--- config.mk ---
export PLATFORM = sky130hd
export DESIGN_NAME = bsr_chain
export DESIGN_NICKNAME = d
export VERILOG_FILES = /design/src/rtl/bsr_chain.sv
export SDC_FILE = /design/constraint.sdc
export NUM_CORES = 1
export LEC_CHECK = 0
export CAP_MARGIN = 25
export CORE_ASPECT_RATIO = 1.2
export CORE_MARGIN = 3
export CORE_UTILIZATION = 30
export DETAILED_ROUTE_END_ITERATION = 8
export PLACE_DENSITY_LB_ADDON = 0.1
export SLEW_MARGIN = 25
export SYNTH_ARGS = -nofsm -noshare
export SYNTH_HDL_FRONTEND = slang
export SYNTH_SLANG_ARGS = --single-unit
--- constraint.sdc ---
create_clock -name clk -period 1.8 [get_ports clk]
set_input_delay 0.18 -clock clk [delete_from_list [all_inputs] [get_ports clk]]
set_output_delay 0.18 -clock clk [all_outputs]
set_load 0.005 [all_outputs]
--- src/rtl/bsr_chain.sv ---
// Parametrised boundary-scan register chain: shift/capture stage, update stage,
// one-bit bypass, shift-length counter and sticky partial-shift error flag.
module bsr_chain #(
  parameter int unsigned             WIDTH      = 4,
  parameter logic [WIDTH-1:0]        SAFE_VALUE = {WIDTH{1'b0}},
  parameter int unsigned             CW         = $clog2(WIDTH + 1)
) (
  input  logic             clk,
  input  logic             rst,
  input  logic [WIDTH-1:0] data_in,
  output logic [WIDTH-1:0] data_out,
  input  logic             tdi,
  output logic             tdo,
  input  logic             capture,
  input  logic             shift,
  input  logic             update,
  input  logic             sel,
  input  logic             bypass,
  output logic [CW-1:0]    shift_cnt,
  output logic             shift_full,
  output logic             partial_err
);

  logic [WIDTH-1:0] sr_q, sr_d;
  logic [WIDTH-1:0] ur_q, ur_d;
  logic             byp_q, byp_d;
  logic [CW-1:0]    cnt_q, cnt_d;
  logic             perr_q, perr_d;
  logic             cnt_at_max;
  logic             cnt_partial;

  assign cnt_at_max  = (cnt_q == CW'(WIDTH));
  assign cnt_partial = (cnt_q != CW'(0)) && !cnt_at_max;

  always_ff @(posedge clk or posedge rst) begin
    if (rst) begin
      sr_q   <= '0;
      ur_q   <= SAFE_VALUE;
      byp_q  <= 1'b0;
      cnt_q  <= '0;
      perr_q <= 1'b0;
    end else begin
      sr_q   <= sr_d;
      ur_q   <= ur_d;
      byp_q  <= byp_d;
      cnt_q  <= cnt_d;
      perr_q <= perr_d;
    end
  end

  // Next state; update samples the pre-edge shift register, capture clear beats error set.
  always_comb begin
    sr_d   = sr_q;
    ur_d   = ur_q;
    byp_d  = byp_q;
    cnt_d  = cnt_q;
    perr_d = perr_q;
    if (!bypass) begin
      if (capture) begin
        sr_d  = data_in;
        cnt_d = '0;
      end else if (shift) begin
        sr_d = {tdi, sr_q[WIDTH-1:1]};
        if (!cnt_at_max) begin
          cnt_d = cnt_q + CW'(1);
        end
      end
      if (update) begin
        ur_d = sr_q;
        if (cnt_partial) begin
          perr_d = 1'b1;
        end
      end
    end else begin
      if (capture) begin
        byp_d = 1'b0;
      end else if (shift) begin
        byp_d = tdi;
      end
    end
    if (capture) begin
      perr_d = 1'b0;
    end
  end

  assign data_out    = sel ? ur_q : data_in;
  assign tdo         = bypass ? byp_q : sr_q[0];
  assign shift_cnt   = cnt_q;
  assign shift_full  = cnt_at_max;
  assign partial_err = perr_q;

endmodule

==> impl_results.md, run 1 <==
- Status: finished clean
- # clock sinks: 13
- Critical Path Start: sel
- Comb pwr share: around 28%
- Clock Tree Root: clkbuf_4
- Avg Synthesized Cell Area: approximately 11 um^2
- Most common cell in the netlist: dfrtp_1
- Worst setup margin: 0.0727 ns
- Crit end category: output port
- CTS tree: built
- Hold_buf cts: 0
- Top fanout value on the critical path: 4
- Vias: 574
- Drt initial violations: 2
- Reg power frac: between 40% and 50%
- Setup_tns: 0 ns
- Post-synth top cells: 13 x dfrtp_1, 10 x mux2_2, 5 x inv_1, 5 x nand2_1, 3 x a21oi_1
- Vias in the first global route: just under 600
- Avg WL per Cell: 12.5 um
- Fmax: ~580 MHz
- Hold WC Path Type: input port to async pin
- Crit share post-route: a little over nine tenths
- Period minus WS final: between 1.5 and 2 ns
- Tot GR Track Use: 12.3%
- Critical path data required time: ~1.6 ns
- PortBufs: 21
- Initial Util: 32.7%
- CTS clock-pin slew for the worst setup and hold paths: about 0.09 ns
- Clk_lat worst skew: ~0.28 ns
- Critical Path Slowest Stage Cell: clkdlybuf4s50_1
- P&R area growth vs syn: 43.9%
- Static Leak: 0.462 nW
- Cell family with most CP delay: buffers and inverters
- Worst vdd ir: roughly 0.00038 V
- Syn Std Cell Area: 701 um^2
- RSZ-0062 raised after global routing: false
- Area contributors post-synth: dfrtp_1 46%, mux2_2 16%, ha_1 3.6%, a221o_1 2.9%, inv_1 2.7%
- Slew HR: 65.5%
- CP most frequent cell: clkdlybuf4s50_1
- Critical Path AT: ~1.6 ns
- Die Span X: roughly 50 um
- R2R Path Start: shift_cnt[0]$_DFFE_PP0P_
- Worst path bufs/invs: 2
- Synthesized flop and latch total: 13
- Ant diodes: 0
- Inserted Clock Buffers: 3
- Maximum buffer depth of the clock tree: 2
- Crit path largest cell delay: ~0.57 ns
- Primary FF master, synth: dfrtp_1
- Vias/cell: 4.70
- Fin Hold WS: ~0.22 ns
- Initial antenna violation count: 0
- DR DRC count: 0
- Core ar.: approximately 2100 um^2
- Power Dens Cells: roughly 750 nW/um^2
- Share of cells above drive strength 1: about a quarter
- Cell area after layout: 1010 um^2
- Post-route ant nets: 0
- Critical path cell sequence: clkdlybuf4s50_1 -> mux2_2 -> clkdlybuf4s50_1
- Die ar.: slightly below 3000 um^2
- Pint: 0.552 mW
- Fin. max-slew vios: 0
- Async S/R FF share, synth: 100%
- Worst slew pin tran: slightly above 0.5 ns
- Top cell type's share of synthesized area: 46.4%
- Cell taking the most area after synthesis: dfrtp_1
- Final Hold Vio Count: 0
- Post-synth EDFFs: 0
- Crit path kind: input port to output port
- Detailed Route WL: 1.53 mm
- Dpl cell area: between 900 and 1000 um^2
- Final Wtd Congestion: between 0.7 and 0.8
- Switching share of power: roughly a quarter
- First drt pass iteration count: 2
- Pre-CTS setup slack: 0.0577 ns
- Synthesized instance count: 64
- # rows: 18
- Syn_nets: slightly below 80
- Max Clock Skew: approximately 0.011 ns
- Net count, final: ~110
- Syn. warnings: 0
- Die height: roughly 60 um
- Register area share after synthesis: a little under half
- Netlist cell types: 27
- Clk pwr share: around a quarter
- Net Sw Power: between 0.2 and 0.25 mW
- Largest net degree at the start of global routing: 15
- First-pass GRT wire length: about 2.7 mm
- Final HPWL DP: between 1 and 1.5 mm
- Critical Path Start Type: input port
- # fillers: about 210
- H-tree Lvls: 1
- MaxCap Viol Count: 0
- Final setup violation count: 0
- GRT overflow: 0
- I/O pin cnt: 22
- Final core utilization: a little under half
==> sequential cells by signal (all words and copies together), names as in the netlist <==
signal	count
sr_q	4
ur_q	4
byp_q	1
shift_cnt	3
partial_err	1
==> cells by family (layout without fill, tap and decap cells) <==
group                    count (synthesis)  in the layout  synth area share (%)
flip-flops                              13             13                  46.4
multiplexers                            10             10                  16.1
buffers and inverters                    7             35                  4.46
AO/OA/AOI/OAI                           14             14                  14.1
adder cells (fa/ha/maj)                  2              2                  3.57
AND/OR/NAND/NOR                         18             18                  15.4
==> worst paths after layout <==
| check | end | slack (ns) | depth (start not counted) |
|---|---|---|---|
| setup / recovery | data_out[2] | 0.07 | 3 |
| hold / removal | ur_q[0]$_DFFE_PP0P_ | 0.22 | 2 |
| setup reg to reg | shift_cnt[2]$_DFFE_PP0P_ | 0.49 | 5 |
| hold reg to reg | byp_q$_DFFE_PP0P_ | 0.50 | 2 |
| max in group asynchronous | ur_q[2]$_DFFE_PP0P_ | 1.22 | 2 |
| min in group clk | byp_q$_DFFE_PP0P_ | 0.48 | 3 |
==> cells in the final DEF, fill, tap and decap left out, types with 2 or more instances in the layout <==
cell	count
nor3b_1	2
clkbuf_4	3
a221o_1	2
dfrtp_1	13
mux2_2	10
o21ai_1	2
clkdlybuf4s50_1	20
a21oi_1	3
nand2b_1	2
nor2_1	2
buf_4	5
inv_1	5
nand2_1	5
==> repair_timing <==
action	4_1_cts	5_1_grt
endpoints found under the setup margin	1	1
resized for setup	0	3
buffers inserted	1	2
==> stage by stage <==
step | power, mW | instances
4_1_cts | 0.753 | 120
5_1_grt | 0.796 | 122
3_3_place_gp | 0.562 | 115
3_5_place_dp | 0.564 | 115
2_1_floorplan | 0.462 | 64
6_report | 0.752 | 122
==> cell type report <==
class	count	area, um^2	share of cell area [%]
Clock buffer	3	22.5	2.23
Multi-Input combinational cell	44	349	34.6
Timing Repair Buffer	26	250	24.8
Sequential cell	13	325	32.3
Tap cell	30	37.5	3.72
Clock inverter	1	5.00	0.496
Inverter	5	18.8	1.86
==> power groups by stage <==
stage	clock, mW	combinational [mW]	sequential, mW
2_1_floorplan	0	0.102	0.360
3_3_place_gp	0	0.196	0.366
3_5_place_dp	0	0.197	0.367
4_1_cts	0.189	0.204	0.359
5_1_grt	0.199	0.234	0.364
6_report	0.183	0.210	0.359
==> per-layer routing <==
metal  global-route usage (%)  vias up  routed length (um)
li1                         -      287                   -
met1                     15.2      271                 699
met2                     17.7       14                 680
met3                     5.32        2                 135
met4                     7.11        0                  15
met5                        0        -                   0
No activity file was read; power rests on OpenSTA's default activity.
==> run 2, diff against run 1 <==
Settings changed: CTS_BUF_LIST set to sky130_fd_sc_hd__clkbuf_8, SETUP_SLACK_MARGIN set to 0.1.
==> run 2 against run 1 <==
Against the previous run: routed wire length down 0.33%; non-clock buffer count fell by 1; clock skew fell by 0.0075 ns; combinational power down 2%; critical path type unchanged.
==> impl_results.md, run 2 (synthesis results as in run 1) <==
- Avg WL per Cell: 12.6 um
- Crit end category: output port
- Clk pwr share: 31.5%
- Fmax: just over 600 MHz
- Critical Path Slowest Stage Cell: clkdlybuf4s50_1
- Core ar.: roughly 2100 um^2
- Post-route ant nets: 0
- Worst path bufs/invs: 2
- Static Leak: roughly 0.47 nW
- Crit path largest cell delay: 0.50 ns
- H-tree Lvls: 1
- First-pass GRT wire length: 2.70 mm
- Commonest cells after routing, fill and taps aside: 19 x clkdlybuf4s50_1, 13 x dfrtp_1, 10 x mux2_2, 5 x inv_1, 5 x nand2_1
- Maximum buffer depth of the clock tree: 2
- Drt initial violations: 4
- Fin. max-slew vios: 0
- Top fanout value on the critical path: 2
- MaxCap Viol Count: 0
- Status: finished clean
- Share of cells above drive strength 1: between 20% and 30%
- Final setup violation count: 0
- Slew HR: about 66%
- Power Dens Cells: 810 nW/um^2
- PortBufs: 21
- Worst slew pin tran: slightly above 0.5 ns
- Hold_buf cts: 0
- Net Sw Power: 0.205 mW
- Critical path cell sequence: clkdlybuf4s50_1 -> mux2_2 -> clkdlybuf4s50_1
- Reg power frac: between 40% and 50%
- Vias/cell: roughly 4.7
- Tot GR Track Use: roughly an eighth
- Initial Util: between 30 and 40%
- Initial antenna violation count: 0
- Cell family with most CP delay: buffers and inverters
- Crit share post-route: between 90% and 100%
- RSZ-0062 raised after global routing: false
- Clk_lat worst skew: between 0.2 and 0.25 ns
- Die ar.: around 3000 um^2
- Die Span X: ~50 um
- Crit path kind: input port to output port
- Final Wtd Congestion: 0.739
- Ant diodes: 0
- Commonest non-fill, non-tap cell in the layout: clkdlybuf4s50_1
- DR DRC count: 0
- Detailed Route WL: between 1.5 and 2 mm
- Dpl cell area: between 900 and 1000 um^2
- CTS clock-pin slew for the worst setup and hold paths: roughly 0.060 ns
- Vias: between 500 and 600
- Pint: about 0.62 mW
- Final Hold Vio Count: 0
- First drt pass iteration count: 4
- # clock sinks: 13
- Inserted Clock Buffers: 3
- Die height: just under 60 um
- Critical path data required time: 1.62 ns
- P&R area growth vs syn: 45.4%
- Switching share of power: ~25%
- Final HPWL DP: 1.13 mm
- Critical Path AT: 1.46 ns
- Worst vdd ir: between 0.0004 and 0.0005 V
- # rows: 18
- Setup_tns: 0 ns
- Max Clock Skew: 0.00341 ns
- Net count, final: 106
- # fillers: 208
- Largest net degree at the start of global routing: 15
- CP most frequent cell: clkdlybuf4s50_1
- Vias in the first global route: slightly below 600
- I/O pin cnt: 22
- Period minus WS final: about 1.6 ns
- Cell area after layout: roughly 1000 um^2
- Comb pwr share: about 25%
- Hold WC Path Type: input port to async pin
- GRT overflow: 0
- CTS tree: built
- Clock Tree Root: clkbuf_8
- Critical Path Start Type: input port
run 2: cell types whose count changed in the layout (fill, tap and decap cells not counted), sizes merged:
cell,previous run,this run
dlygate4sd2,0,1
clkdlybuf4s50,20,19
buf,5,4
run 2: worst reg2reg max path, delay by kind of cell (launching register included):
kind	cells	cell delay, ns
DFF	1	0.36
muxes	1	0.27
AOI/OAI and AO/OA	2	0.23
adders and majority gates	1	0.18
buffers and inverters	1	0.05
run 2: final timing paths:
path                                     startpoint                       end  slack (ns)  depth (start not counted)
max                                          bypass                       tdo        0.16                          3
min                                             rst       ur_q[0]$_DFFE_PP0P_        0.27                          2
max reg2reg                shift_cnt[1]$_DFFE_PP0P_  shift_cnt[0]$_DFFE_PP0P_        0.61                          5
min reg2reg                       byp_q$_DFFE_PP0P_         byp_q$_DFFE_PP0P_        0.49                          2
max in group asynchronous                       rst       ur_q[2]$_DFFE_PP0P_        1.19                          2
min in group clk                  byp_q$_DFFE_PP0P_         byp_q$_DFFE_PP0P_        0.49                          2
run 2: cell type report:
class / instances / area, um^2 / area share [%]
clock buffers: 3 / 41.3 / 4.05
flip-flops and latches: 13 / 325 / 31.9
repair buffers: 25 / 241 / 23.7
inverters: 5 / 18.8 / 1.84
well taps: 30 / 37.5 / 3.69
clock inverters: 1 / 5.00 / 0.491
multi-input cells: 44 / 349 / 34.3
run 2: metrics by stage:
step                      hold WS, ns  power [mW]  utilization, %  setup WS (ns)  cells
after global routing            0.333       0.871            47.6          0.134    121
after floorplan                0.0570       0.462               -          0.580     64
after global placement          0.466       0.562            44.4         0.0646    115
final                           0.268       0.825            47.6          0.161    121
after CTS                       0.290       0.830            47.0         0.0739    120
after detailed placement        0.483       0.564            44.4         0.0577    115
run 2: timing repair:
action | 4_1_cts | 5_1_grt
gates cloned | 0 | 0
resized for setup | 2 | 2
setup buffers | 1 | 1
endpoints found under the setup margin | 5 | 1
run 2: per-layer routing:
metal	track usage, %	part of all wire [%]
met5	0	0
met4	5.93	0.79
met3	5.32	9.3
met2	17.9	45
met1	15.2	45
run 2: power by group through the flow:
stage | clock network (mW) | logic, mW | registers, mW
CTS | 0.265 | 0.204 | 0.360
finish | 0.260 | 0.205 | 0.360
detailed placement | 0 | 0.197 | 0.367
global route | 0.277 | 0.229 | 0.365
floorplan | 0 | 0.102 | 0.360
global placement | 0 | 0.196 | 0.366
